==> src/rtl/watch_pkg.sv <==
// Shared constants, field widths and FSM encoding for the watch time-keeping core.
package watch_pkg;

    localparam int MSEC_W = 7;
    localparam int SEC_W  = 6;
    localparam int MIN_W  = 6;
    localparam int HOUR_W = 5;

    localparam logic [MSEC_W-1:0] MSEC_MAX = 7'd99;
    localparam logic [SEC_W-1:0]  SEC_MAX  = 6'd59;
    localparam logic [MIN_W-1:0]  MIN_MAX  = 6'd59;
    localparam logic [HOUR_W-1:0] HOUR_MAX = 5'd23;

    typedef enum logic [1:0] {
        RUN      = 2'd0,
        SET_SEC  = 2'd1,
        SET_MIN  = 2'd2,
        SET_HOUR = 2'd3
    } watch_state_t;

    localparam logic [2:0] POS_NONE = 3'b000;
    localparam logic [2:0] POS_SEC  = 3'b001;
    localparam logic [2:0] POS_MIN  = 3'b010;
    localparam logic [2:0] POS_HOUR = 3'b100;

    function automatic logic [2:0] pos_of(input watch_state_t s);
        case (s)
            SET_SEC:  return POS_SEC;
            SET_MIN:  return POS_MIN;
            SET_HOUR: return POS_HOUR;
            default:  return POS_NONE;
        endcase
    endfunction

endpackage

==> src/rtl/watch_tick_gen.sv <==
// Divides clk down to a one-cycle tick every DIV cycles; held at zero while disabled.
module watch_tick_gen #(
    parameter int DIV = 1_000_000
) (
    input  logic clk,
    input  logic rst,
    input  logic i_en,
    output logic o_tick
);

    localparam int CW = (DIV > 2) ? $clog2(DIV) : 1;
    localparam logic [CW-1:0] LAST = CW'(DIV - 1);

    logic [CW-1:0] cnt;

    always_ff @(posedge clk) begin
        if (rst || !i_en) begin
            cnt <= '0;
        end else if (cnt == LAST) begin
            cnt <= '0;
        end else begin
            cnt <= cnt + 1'b1;
        end
    end

    assign o_tick = i_en && (cnt == LAST);

endmodule

==> src/rtl/watch_time_core.sv <==
// Watch time source: cascaded centisecond..hour counters with a RUN/SET edit FSM.
//   state    | meaning
//   RUN      | time advances on each tick, buttons except mode ignored
//   SET_SEC  | seconds field selected for up/down edits, time frozen
//   SET_MIN  | minutes field selected
//   SET_HOUR | hours field selected
module watch_time_core
    import watch_pkg::*;
#(
    parameter int CLK_FREQ_HZ = 100_000_000,
    parameter int TICK_HZ     = 100,
    parameter int INIT_HOUR   = 12
) (
    input  logic        clk,
    input  logic        rst,
    input  logic        i_btn_mode,
    input  logic        i_btn_next,
    input  logic        i_btn_up,
    input  logic        i_btn_down,
    output logic [6:0]  o_msec,
    output logic [5:0]  o_sec,
    output logic [5:0]  o_min,
    output logic [4:0]  o_hour,
    output logic [2:0]  o_pos_sel,
    output logic        o_edit
);

    localparam int DIV = CLK_FREQ_HZ / TICK_HZ;

    watch_state_t       state_q, state_n;
    logic [MSEC_W-1:0]  msec_q, msec_n;
    logic [SEC_W-1:0]   sec_q, sec_n;
    logic [MIN_W-1:0]   min_q, min_n;
    logic [HOUR_W-1:0]  hour_q, hour_n;
    logic [2:0]         pos_q;
    logic               edit_q;
    logic               tick;
    logic               run_en;

    assign run_en = (state_q == RUN);

    watch_tick_gen #(.DIV(DIV)) u_tick (
        .clk    (clk),
        .rst    (rst),
        .i_en   (run_en),
        .o_tick (tick)
    );

    always_ff @(posedge clk) begin
        if (rst) begin
            state_q <= RUN;
            msec_q  <= '0;
            sec_q   <= '0;
            min_q   <= '0;
            hour_q  <= HOUR_W'(INIT_HOUR);
            pos_q   <= POS_NONE;
            edit_q  <= 1'b0;
        end else begin
            state_q <= state_n;
            msec_q  <= msec_n;
            sec_q   <= sec_n;
            min_q   <= min_n;
            hour_q  <= hour_n;
            pos_q   <= pos_of(state_n);
            edit_q  <= (state_n != RUN);
        end
    end

    always_comb begin
        state_n = state_q;
        msec_n  = msec_q;
        sec_n   = sec_q;
        min_n   = min_q;
        hour_n  = hour_q;
        case (state_q)
            RUN: begin
                // mode wins over a coincident tick; msec is zeroed on entry to SET
                if (i_btn_mode) begin
                    state_n = SET_SEC;
                    msec_n  = '0;
                end else if (tick) begin
                    msec_n = (msec_q == MSEC_MAX) ? '0 : msec_q + 7'd1;
                    if (msec_q == MSEC_MAX) begin
                        sec_n = (sec_q == SEC_MAX) ? '0 : sec_q + 6'd1;
                        if (sec_q == SEC_MAX) begin
                            min_n = (min_q == MIN_MAX) ? '0 : min_q + 6'd1;
                            if (min_q == MIN_MAX)
                                hour_n = (hour_q == HOUR_MAX) ? '0 : hour_q + 5'd1;
                        end
                    end
                end
            end
            SET_SEC, SET_MIN, SET_HOUR: begin
                if (i_btn_mode) begin
                    state_n = RUN;
                end else if (i_btn_next) begin
                    case (state_q)
                        SET_SEC: state_n = SET_MIN;
                        SET_MIN: state_n = SET_HOUR;
                        default: state_n = SET_SEC;
                    endcase
                end else if (i_btn_up) begin
                    case (state_q)
                        SET_SEC: sec_n  = (sec_q == SEC_MAX)   ? '0 : sec_q + 6'd1;
                        SET_MIN: min_n  = (min_q == MIN_MAX)   ? '0 : min_q + 6'd1;
                        default: hour_n = (hour_q == HOUR_MAX) ? '0 : hour_q + 5'd1;
                    endcase
                end else if (i_btn_down) begin
                    case (state_q)
                        SET_SEC: sec_n  = (sec_q == '0)  ? SEC_MAX  : sec_q - 6'd1;
                        SET_MIN: min_n  = (min_q == '0)  ? MIN_MAX  : min_q - 6'd1;
                        default: hour_n = (hour_q == '0) ? HOUR_MAX : hour_q - 5'd1;
                    endcase
                end
            end
            default: state_n = RUN;
        endcase
    end

    assign o_msec    = msec_q;
    assign o_sec     = sec_q;
    assign o_min     = min_q;
    assign o_hour    = hour_q;
    assign o_pos_sel = pos_q;
    assign o_edit    = edit_q;

endmodule
==> config.mk <==
export PLATFORM = sky130hd
export DESIGN_NAME = watch_time_core
export DESIGN_NICKNAME = d
export VERILOG_FILES = /design/src/rtl/watch_pkg.sv /design/src/rtl/watch_tick_gen.sv /design/src/rtl/watch_time_core.sv
export SDC_FILE = /design/constraint.sdc
export NUM_CORES = 1
export LEC_CHECK = 0
export ABC_AREA = 1
export BUFFER_PORTS_ARGS = -buffer_cell sky130_fd_sc_hd__buf_4
export CAP_MARGIN = 20
export CORE_ASPECT_RATIO = 1.5
export CORE_MARGIN = 3
export CORE_UTILIZATION = 26
export DETAILED_ROUTE_END_ITERATION = 8
export PLACE_DENSITY = 0.43
export RECOVER_POWER = 50
export SETUP_SLACK_MARGIN = 0.3
export SYNTH_ARGS = -nofsm -noshare
export SYNTH_HDL_FRONTEND = slang
export SYNTH_SLANG_ARGS = --single-unit
==> constraint.sdc <==
create_clock -name clk -period 1.6 [get_ports clk]
set_input_delay 0.24 -clock clk [delete_from_list [all_inputs] [get_ports clk]]
set_output_delay 0.24 -clock clk [all_outputs]
set_load 0.01 [all_outputs]
==> run_results.csv, run 1 <==
group,metric,value,unit
timing,finClkSkew,0.00478,ns
worst_setup_path,end_kind,"flip-flop",
drt,drc_errors,0,
synth,yosys_warnings,0,
global_routing,grt_max_degree,16,
worst_setup_path,reg2reg_depth,12,
power,vdd_drop_max,393,uV
status,status,"complete, no violations",
drt,ant_nets,0,
clocking,holdBufCountCts,0,
timing,finalWorstSetupSlack,0.00226,ns
worst_setup_path,r2r_end,"o_sec[3]",
power,p_per_area,791,nW/um2
worst_hold_path,whs_path_depth,3,
flow_run,drv_cap,0,
global_routing,grt_usage,0.137,
synth,syn_area,3350,um2
finish,diodes,0,
finish,layout.nets,637,
timing,rsz0062_at_grt,"yes",
timing,finalHoldViolations,0,
timing,worst_slew_pin_slew,0.310,ns
worst_hold_path,min_path_type,"in -> reg",
worst_hold_path,min_to,"o_msec[6]",
synth,ys_async_sr_fraction,0,
worst_hold_path,hold_path_startpoint,"rst",
clocking,clock_path_buffers,2,
drt,vias,3550,
timing,slew-limit-headroom,0.793,
synth,synth.top_cell.area_share,0.299,
die,die_w,98.6,um
timing,finalSetupViolCount,0,
drt,drt-initial-drc-count,105,
place,dp_hpwl,7450,um
finish,fin_area,4790,um2
synth,yosys-top-cells-area,"dfxtp_1 (30%), nand2_1 (14%), nor2_1 (8.3%)",
clocking,root_buffer,"clkbuf_16",
drt,vias_per_cell,4.59,
worst_setup_path,r2r_slack,0.002,ns
finish,final_layout_size_suffix_gt1_frac,0.321,
die,initial_core_util,0.267,
clocking,h-tree-depth,2,
clocking,clkLatencyLatePin,0.30,ns
finish,num-fill-cells,1398,
die,ios,34,
place,portBuffers,33,
synth,ys_types,37,
timing,finalMaxSlewViolations,0,
drt,wirelength,10000,um
worst_setup_path,path_class,"reg -> reg",
drt,dr.pass1.iters,4,
power,totalPowerFinal,3790,uW
synth,mappedNetlistNets,536,
die,die_area,14300,um2
worst_setup_path,r2r-start,"state_q[0]",
synth,synth_most_common_cell,"nand2_1",
global_routing,overflow,0,
place,place_ws,-0.0258,ns
global_routing,grt_pass1_wl,16100,um
worst_setup_path,start_kind,"flip-flop",
synth,yosysTopAreaCell,"dfxtp_1",
die,core_area,12500,um2
worst_setup_path,arrival,1.80,ns
synth,synth_commonest_cells,"nand2_1 (128), nor2_1 (74), inv_1 (60), nand3_1 (55), dfxtp_1 (50)",
synth,ys_seq_area_frac,0.299,
drt,wl_per_cell,13.0,um
power,leakage,0.00214,uW
worst_setup_path,critPathMaxFanout,5,
timing,fmax,626,MHz
global_routing,antenna_found_initial,0,
clocking,cts_sinks,50,
synth,synth_seq_cells,50,
clocking,numCtsBuffers,5,
clocking,path_clk_slew,0.07,ns
synth,syn_inst,515,
place,placed_cell_area,4210,um2
synth,ys_dominant_reg_cell,"dfxtp_1",
synth,avgSynthCellArea,6.50,um2
die,die_h,145,um
place,gp_congestion,0.867,
timing,fin_crit_sh,0.999,
global_routing,grt_pass1_vias,3478,
die,rows,50,
timing,min_period,1.60,ns
worst_setup_path,cp.required,1.80,ns
synth,synth_edf_count,0,
clocking,cts_tree,"built",
timing,timing.hold.ws,0.300,ns
finish,area_growth,43.3,%
## power breakdown
group,internal [uW],switching [uW]
clock,621,507
combinational,550,743
sequential,1310,57.3
total,2480,1310
## state kept, by name, indices dropped and copies added (netlist names)
register    cells
o_min           6
state_q         2
u_tick.cnt     20
o_pos_sel       3
o_msec          7
o_hour          5
o_sec           6
o_edit          1
## logic make-up (layout without fill, tap and decap cells)
group	Yosys count	in the layout	synth area share
and+or+nand+nor	307	308	0.420
buffers and inverters	76	177	0.0969
DFF	50	50	0.299
AOI/OAI and AO/OA	48	48	0.0785
xor gates and xnor gates	19	19	0.0497
adders and majority gates	15	15	0.0561
## layout make-up
type | instances | area [um2] | share of cell area
clock buffers | 6 | 139 | 0.0290
clock inverters | 2 | 12.5 | 0.00261
inverters | 66 | 255 | 0.0532
multi-input cells | 390 | 2400 | 0.500
flip-flops and latches | 50 | 1020 | 0.214
well taps | 156 | 195 | 0.0407
repair buffers | 103 | 771 | 0.161
## layout by cell type, fill, tap and decap left out, types with 9 or more instances in the layout
| cell | count |
|---|---|
| a21oi_2 | 10 |
| o21ai_0 | 14 |
| nand3_1 | 50 |
| xor2_1 | 10 |
| inv_1 | 55 |
| nand2_2 | 14 |
| clkbuf_1 | 20 |
| buf_4 | 72 |
| dfxtp_1 | 38 |
| dfxtp_2 | 9 |
| a21oi_1 | 10 |
| ha_1 | 10 |
| nor2_4 | 14 |
| nand2_1 | 113 |
| nor2_1 | 57 |
| nand2_4 | 9 |
| nand4_1 | 13 |
| nor2_2 | 12 |
## worst max path at each step
stage,start,to,slack (ns),cells past startpoint
detailed placement,state_q[1],o_sec[5],-0.03,11
finish,state_q[0],o_sec[3],0.002,12
global route,state_q[0],o_sec[5],-0.11,12
global placement,state_q[1],o_sec[5],-0.003,11
floorplan,state_q[0],o_hour[2],0.12,11
CTS,state_q[0],o_sec[5],-0.004,12
## metrics by stage
| step | setup TNS [ns] | cells | utilization |
|---|---|---|---|
| finish | 0 | 773 | 0.383 |
| global route | -1.33 | 773 | 0.383 |
| CTS | -0.00404 | 765 | 0.366 |
| detailed placement | -0.112 | 746 | 0.336 |
| global placement | -0.00270 | 746 | 0.336 |
| floorplan | 0 | 515 | - |
## worst max-delay path: stages, from the launching register on
cell and delay [ns]:
dfxtp_4 0.35, inv_4 0.07, ha_4 0.17, inv_4 0.06
nor2_4 0.08, nor2_2 0.04, nor2_2 0.15, inv_2 0.08
nor2_4 0.17, buf_4 0.14, nand3_1 0.07, nand2_1 0.06
nor2_1 0.04
## layer usage
| layer | share of wire | wire [um] | global-route usage |
|---|---|---|---|
| met5 | 0 | 0 | 0 |
| met4 | 0.027 | 275 | 0.0526 |
| met3 | 0.030 | 299 | 0.0221 |
| met2 | 0.56 | 5610 | 0.268 |
| met1 | 0.38 | 3830 | 0.140 |
## timing repair
action	4_1_cts	5_1_grt
resized for setup	38	65
setup buffers	10	7
cloned	1	1
pin swaps	26	22
endpoints found under the setup margin	48	50
Note: power is estimated with default switching activity, not from simulation.
==> run 2, diff against run 1 <==
- PLACE_DENSITY: 0.43 -> 0.42
- clock period: 1.6 -> 1.65 ns (I/O delays scaled with it)
==> run_results.csv, run 2 (synthesized netlist as in run 1, its figures left out) <==
group,metric,value,unit
power,switchingPower,1270,uW
global_routing,grt_max_degree,19,
place,dp_hpwl,7320,um
place,place_ws,0.0413,ns
worst_setup_path,critPathBufInv,2,
drt,dr.pass1.iters,4,
finish,largest_register,"u_tick.cnt",
timing,fin_crit_sh,0.960,
timing,finalWorstSetupSlack,0.0657,ns
power,comb_power_share,0.337,
power,switching_share,0.334,
clocking,path_clk_slew,0.07,ns
finish,diodes,0,
worst_setup_path,r2r-start,"u_tick.cnt[0]",
place,placed_cell_area,4080,um2
clocking,root_buffer,"clkbuf_16",
die,initial_core_util,0.267,
timing,fmax,631,MHz
finish,final_cell_mix,"nand2_1 (111), nor2_1 (60), inv_1 (55), buf_4 (55), nand3_1 (49)",
drt,vias,3465,
flow_run,drv_cap,0,
place,portBuffers,33,
die,ios,34,
drt,drc_errors,0,
power,leakage,0.00206,uW
worst_setup_path,end_kind,"flip-flop",
timing,timing.hold.ws,0.223,ns
finish,fin_area,4650,um2
worst_setup_path,critPathTopFamily,"simple AND/OR/NAND/NOR gates",
clocking,cts_sinks,50,
worst_setup_path,critPathMaxFanout,5,
clocking,clock_path_buffers,2,
clocking,cts_tree,"built",
die,die_h,145,um
die,die_w,98.6,um
worst_setup_path,cp.required,1.84,ns
finish,area_growth,39.0,%
worst_setup_path,worst_path_most_repeated_cell,"nor2_4",
timing,finClkSkew,0.00635,ns
worst_hold_path,min_path_type,"in -> reg",
global_routing,grt_pass1_wl,15900,um
drt,ant_nets,0,
finish,num-fill-cells,1413,
finish,layout_commonest_cell,"nand2_1",
worst_hold_path,hold_path_startpoint,"rst",
drt,wl_per_cell,13.0,um
worst_setup_path,arrival,1.77,ns
drt,wirelength,9840,um
timing,worst_slew_pin_slew,0.376,ns
drt,drt-initial-drc-count,106,
timing,min_period,1.58,ns
global_routing,overflow,0,
status,status,"complete, no violations",
worst_setup_path,cp_slowest_cell,"dfxtp_4",
power,vdd_drop_max,519,uV
power,p_per_area,816,nW/um2
worst_setup_path,start_kind,"flip-flop",
global_routing,antenna_found_initial,0,
die,die_area,14300,um2
power,p_int,2530,uW
timing,slew-limit-headroom,0.749,
finish,largest_reg_flops,20,
power,p_clk_frac,0.313,
worst_setup_path,crit_path_cell_trace,"ha_4 -> nand2_4 -> nor2_4 -> nand2_2 -> nor2_4 -> nand3_4 -> nand2_8 -> buf_12 -> buf_6 -> nand3_2 -> nand2_1 -> nor2_1",
finish,layout.nets,621,
worst_setup_path,path_class,"reg -> reg",
clocking,numCtsBuffers,5,
finish,final_layout_size_suffix_gt1_frac,0.308,
clocking,h-tree-depth,2,
drt,vias_per_cell,4.58,
worst_setup_path,cp-startpoint,"u_tick.cnt[0]",
timing,finalMaxSlewViolations,0,
timing,finalHoldViolations,0,
die,core_area,12500,um2
timing,rsz0062_at_grt,"yes",
power,seq_power_share,0.350,
timing,finalSetupViolCount,0,
place,gp_congestion,0.882,
global_routing,grt_usage,0.133,
global_routing,grt_pass1_vias,3446,
worst_setup_path,cp_slowest_stage_delay,0.36,ns
die,rows,50,
clocking,clkLatencyLatePin,0.29,ns
-- run 2: per-stage QoR --
step	utilization	std cells	total power (uW)	TNS, ns
finish	0.372	757	3800	0
global route	0.372	757	4040	-0.409
CTS	0.353	748	3690	0
detailed placement	0.326	731	2390	0
global placement	0.326	731	2380	0
floorplan	-	515	2050	0
-- run 2: cell type report --
class | count | area (um2) | share of cell area
Clock inverter | 3 | 40.0 | 0.00861
Inverter | 66 | 258 | 0.0554
Tap cell | 156 | 195 | 0.0420
Timing Repair Buffer | 88 | 637 | 0.137
Clock buffer | 5 | 125 | 0.0269
Multi-Input combinational cell | 389 | 2370 | 0.509
Sequential cell | 50 | 1030 | 0.221
-- run 2: worst paths after layout --
kind	end	slack [ns]	cells after the start
worst min register to register	u_tick.cnt[17]	0.49	2
worst min-delay path	o_hour[0]	0.22	2
worst max register to register	o_hour[0]	0.07	12
worst max-delay path	o_hour[0]	0.07	12
-- run 2: layer usage --
metal | track usage | share of wire | up-vias
met3 | 0.0221 | 0.032 | 19
met4 | 0.0410 | 0.025 | 0
met1 | 0.142 | 0.40 | 1591
met5 | 0 | 0 | -
met2 | 0.261 | 0.55 | 45
li1 | - | - | 1810
-- run 2: timing repair --
| action | in CTS | in global routing |
|---|---|---|
| gates resized for setup | 27 | 81 |
| setup endpoints to repair | 48 | 49 |
| hold buffers | 0 | 0 |
| buffers inserted | 9 | 9 |
| pin swaps | 23 | 33 |
-- run 2: power by group through the flow --
stage                     clock network, uW  logic [uW]  registers [uW]
final                                  1190        1280            1330
after CTS                              1230        1140            1330
after detailed placement                  0        1030            1360
after floorplan                           0         663            1390
after global placement                    0        1020            1360
after global routing                   1270        1420            1340
-- run 2: worst reg2reg max path, cell delays in order (launching register included) --
cell and delay, ns:
dfxtp_4 0.36, ha_4 0.14, nand2_4 0.05, nor2_4 0.11
nand2_2 0.07, nor2_4 0.16, nand3_4 0.11, nand2_8 0.12
buf_12 0.12, buf_6 0.10, nand3_2 0.04, nand2_1 0.07
nor2_1 0.04
==> run 3, diff against run 2 <==
- PLACE_DENSITY: 0.42 -> unset
==> run_results.csv, run 3 (synthesized netlist as in run 1, its figures left out) <==
group,metric,value,unit
timing,finClkSkew,0.00427,ns
clocking,cts_tree,"built",
place,gp_congestion,0.865,
drt,wl_per_cell,12.8,um
die,die_h,145,um
clocking,root_buffer,"clkbuf_16",
finish,num-fill-cells,1264,
timing,finalHoldViolations,0,
worst_hold_path,whs_path_depth,2,
timing,worst_slew_pin_slew,0.318,ns
flow_run,drv_cap,0,
drt,ant_nets,0,
finish,final_layout_size_suffix_gt1_frac,0.361,
clocking,numCtsBuffers,5,
worst_hold_path,hold_path_startpoint,"rst",
place,dp.cells,723,
timing,min_period,1.61,ns
drt,vias,3621,
drt,dr.pass1.iters,4,
timing,finalWorstSetupSlack,0.0385,ns
clocking,clkLatencyLatePin,0.29,ns
timing,fin_crit_sh,0.977,
worst_hold_path,min_to,"o_msec[4]",
finish,area_growth,46.7,%
global_routing,grt_max_degree,19,
place,place_ws,0.0210,ns
worst_setup_path,reg2reg_depth,12,
place,portBuffers,33,
global_routing,grt_usage,0.129,
finish,final_cell_mix,"nand2_1 (108), buf_4 (76), nor2_1 (59)",
timing,rsz0062_at_grt,"yes",
worst_hold_path,min_path_type,"in -> reg",
global_routing,grt_pass1_wl,15500,um
power,vdd_drop_max,426,uV
die,core_area,12500,um2
clocking,clock_path_buffers,2,
drt,wirelength,9770,um
power,leakage,0.00219,uW
place,dp_hpwl,6940,um
timing,finalSetupViolCount,0,
clocking,cts_sinks,50,
worst_setup_path,arrival,1.79,ns
worst_setup_path,cp.required,1.83,ns
worst_setup_path,end_kind,"flip-flop",
timing,finalMaxSlewViolations,0,
drt,drt-initial-drc-count,206,
drt,drc_errors,0,
die,die_w,98.6,um
worst_setup_path,path_class,"reg -> reg",
worst_setup_path,critPathMaxFanout,8,
global_routing,antenna_found_initial,0,
die,rows,50,
worst_setup_path,r2r-start,"state_q[0]",
finish,fin_util,0.392,
finish,diodes,0,
worst_setup_path,r2r_slack,0.04,ns
drt,vias_per_cell,4.73,
timing,slew-limit-headroom,0.788,
finish,final_cells,765,
global_routing,grt_pass1_vias,3391,
finish,layout_commonest_cell,"nand2_1",
die,ios,34,
power,p_per_area,748,nW/um2
finish,layout.nets,630,
finish,largest_reg_flops,20,
die,initial_core_util,0.267,
worst_setup_path,start_kind,"flip-flop",
clocking,h-tree-depth,2,
global_routing,overflow,0,
timing,tns,0,ns
clocking,path_clk_slew,0.06,ns
finish,largest_register,"u_tick.cnt",
status,status,"complete, no violations",
die,die_area,14300,um2
worst_setup_path,r2r_end,"o_hour[0]",
timing,fmax,621,MHz
==> run 3: cell types whose count changed in the layout (fill, tap and decap cells not counted), sizes merged <==
cell    change
bufinv      -1
clkbuf     -17
buf        +25
clkinv      -2
nand2       +3
==> run 3: how the worst max path moves through the flow <==
stage                           from   endpoint  slack (ns)  cells past startpoint
after floorplan           state_q[0]  o_hour[2]        0.17                     11
after global placement    state_q[1]  o_hour[0]        0.06                     12
after detailed placement  state_q[1]   o_sec[2]        0.02                     12
after CTS                 state_q[0]  o_hour[0]        0.07                     13
after global routing      state_q[0]  o_hour[0]       -0.08                     12
final                     state_q[0]  o_hour[0]        0.04                     12
==> run 3: per-layer routing <==
layer | global-route usage | up-vias | share of wire | routed length (um)
met5 | 0 | - | 0 | 0
met1 | 0.133 | 1682 | 0.37 | 3580
met3 | 0.0226 | 19 | 0.038 | 369
met2 | 0.251 | 83 | 0.57 | 5560
li1 | - | 1837 | - | -
met4 | 0.0492 | 0 | 0.027 | 267
==> run 3: area by class of cell <==
class	count	area [um2]	share of cell area
Inverter	66	258	0.0525
Multi-Input combinational cell	392	2480	0.505
Timing Repair Buffer	94	802	0.163
Sequential cell	50	1040	0.212
Tap cell	156	195	0.0398
Clock buffer	7	133	0.0270
==> run 3: critical path: stages (launching register included) <==
cell and delay, ns:
dfxtp_4 0.36, inv_6 0.07, ha_4 0.17, inv_4 0.05, nand2_4 0.08, nand2_4 0.06
nor2_4 0.12, buf_6 0.11, o21ai_4 0.07, nor2_8 0.18, nand3_1 0.11, nand2_2 0.08
nor2_1 0.04
==> run 3: where the power goes <==
part / switching [uW] / internal (uW) / total (uW) / leakage, uW
logic: 733 / 595 / 1330 / 0.00171
registers: 77.0 / 1280 / 1360 / 0.000417
clock network: 432 / 556 / 988 / 0.0000640
total: 1240 / 2430 / 3670 / 0.00219
==> run 3: through the flow <==
step | hold WS, ns | cell area, um2 | power, uW
after floorplan | 0.445 | 3440 | 2050
after global placement | 0.463 | 4030 | 2320
after detailed placement | 0.465 | 4030 | 2340
after CTS | 0.209 | 4580 | 3540
after global routing | 0.213 | 4910 | 3890
final | 0.213 | 4910 | 3670
==> run 3: timing repair <==
| item | in CTS | in global routing |
|---|---|---|
| pin swaps | 33 | 31 |
| endpoints found under the hold margin | 0 | 0 |
| gates resized for setup | 63 | 65 |
| hold buffers | 0 | 0 |
| cloned | 3 | 1 |
| buffers inserted | 18 | 13 |
| endpoints found under the setup margin | 48 | 48 |
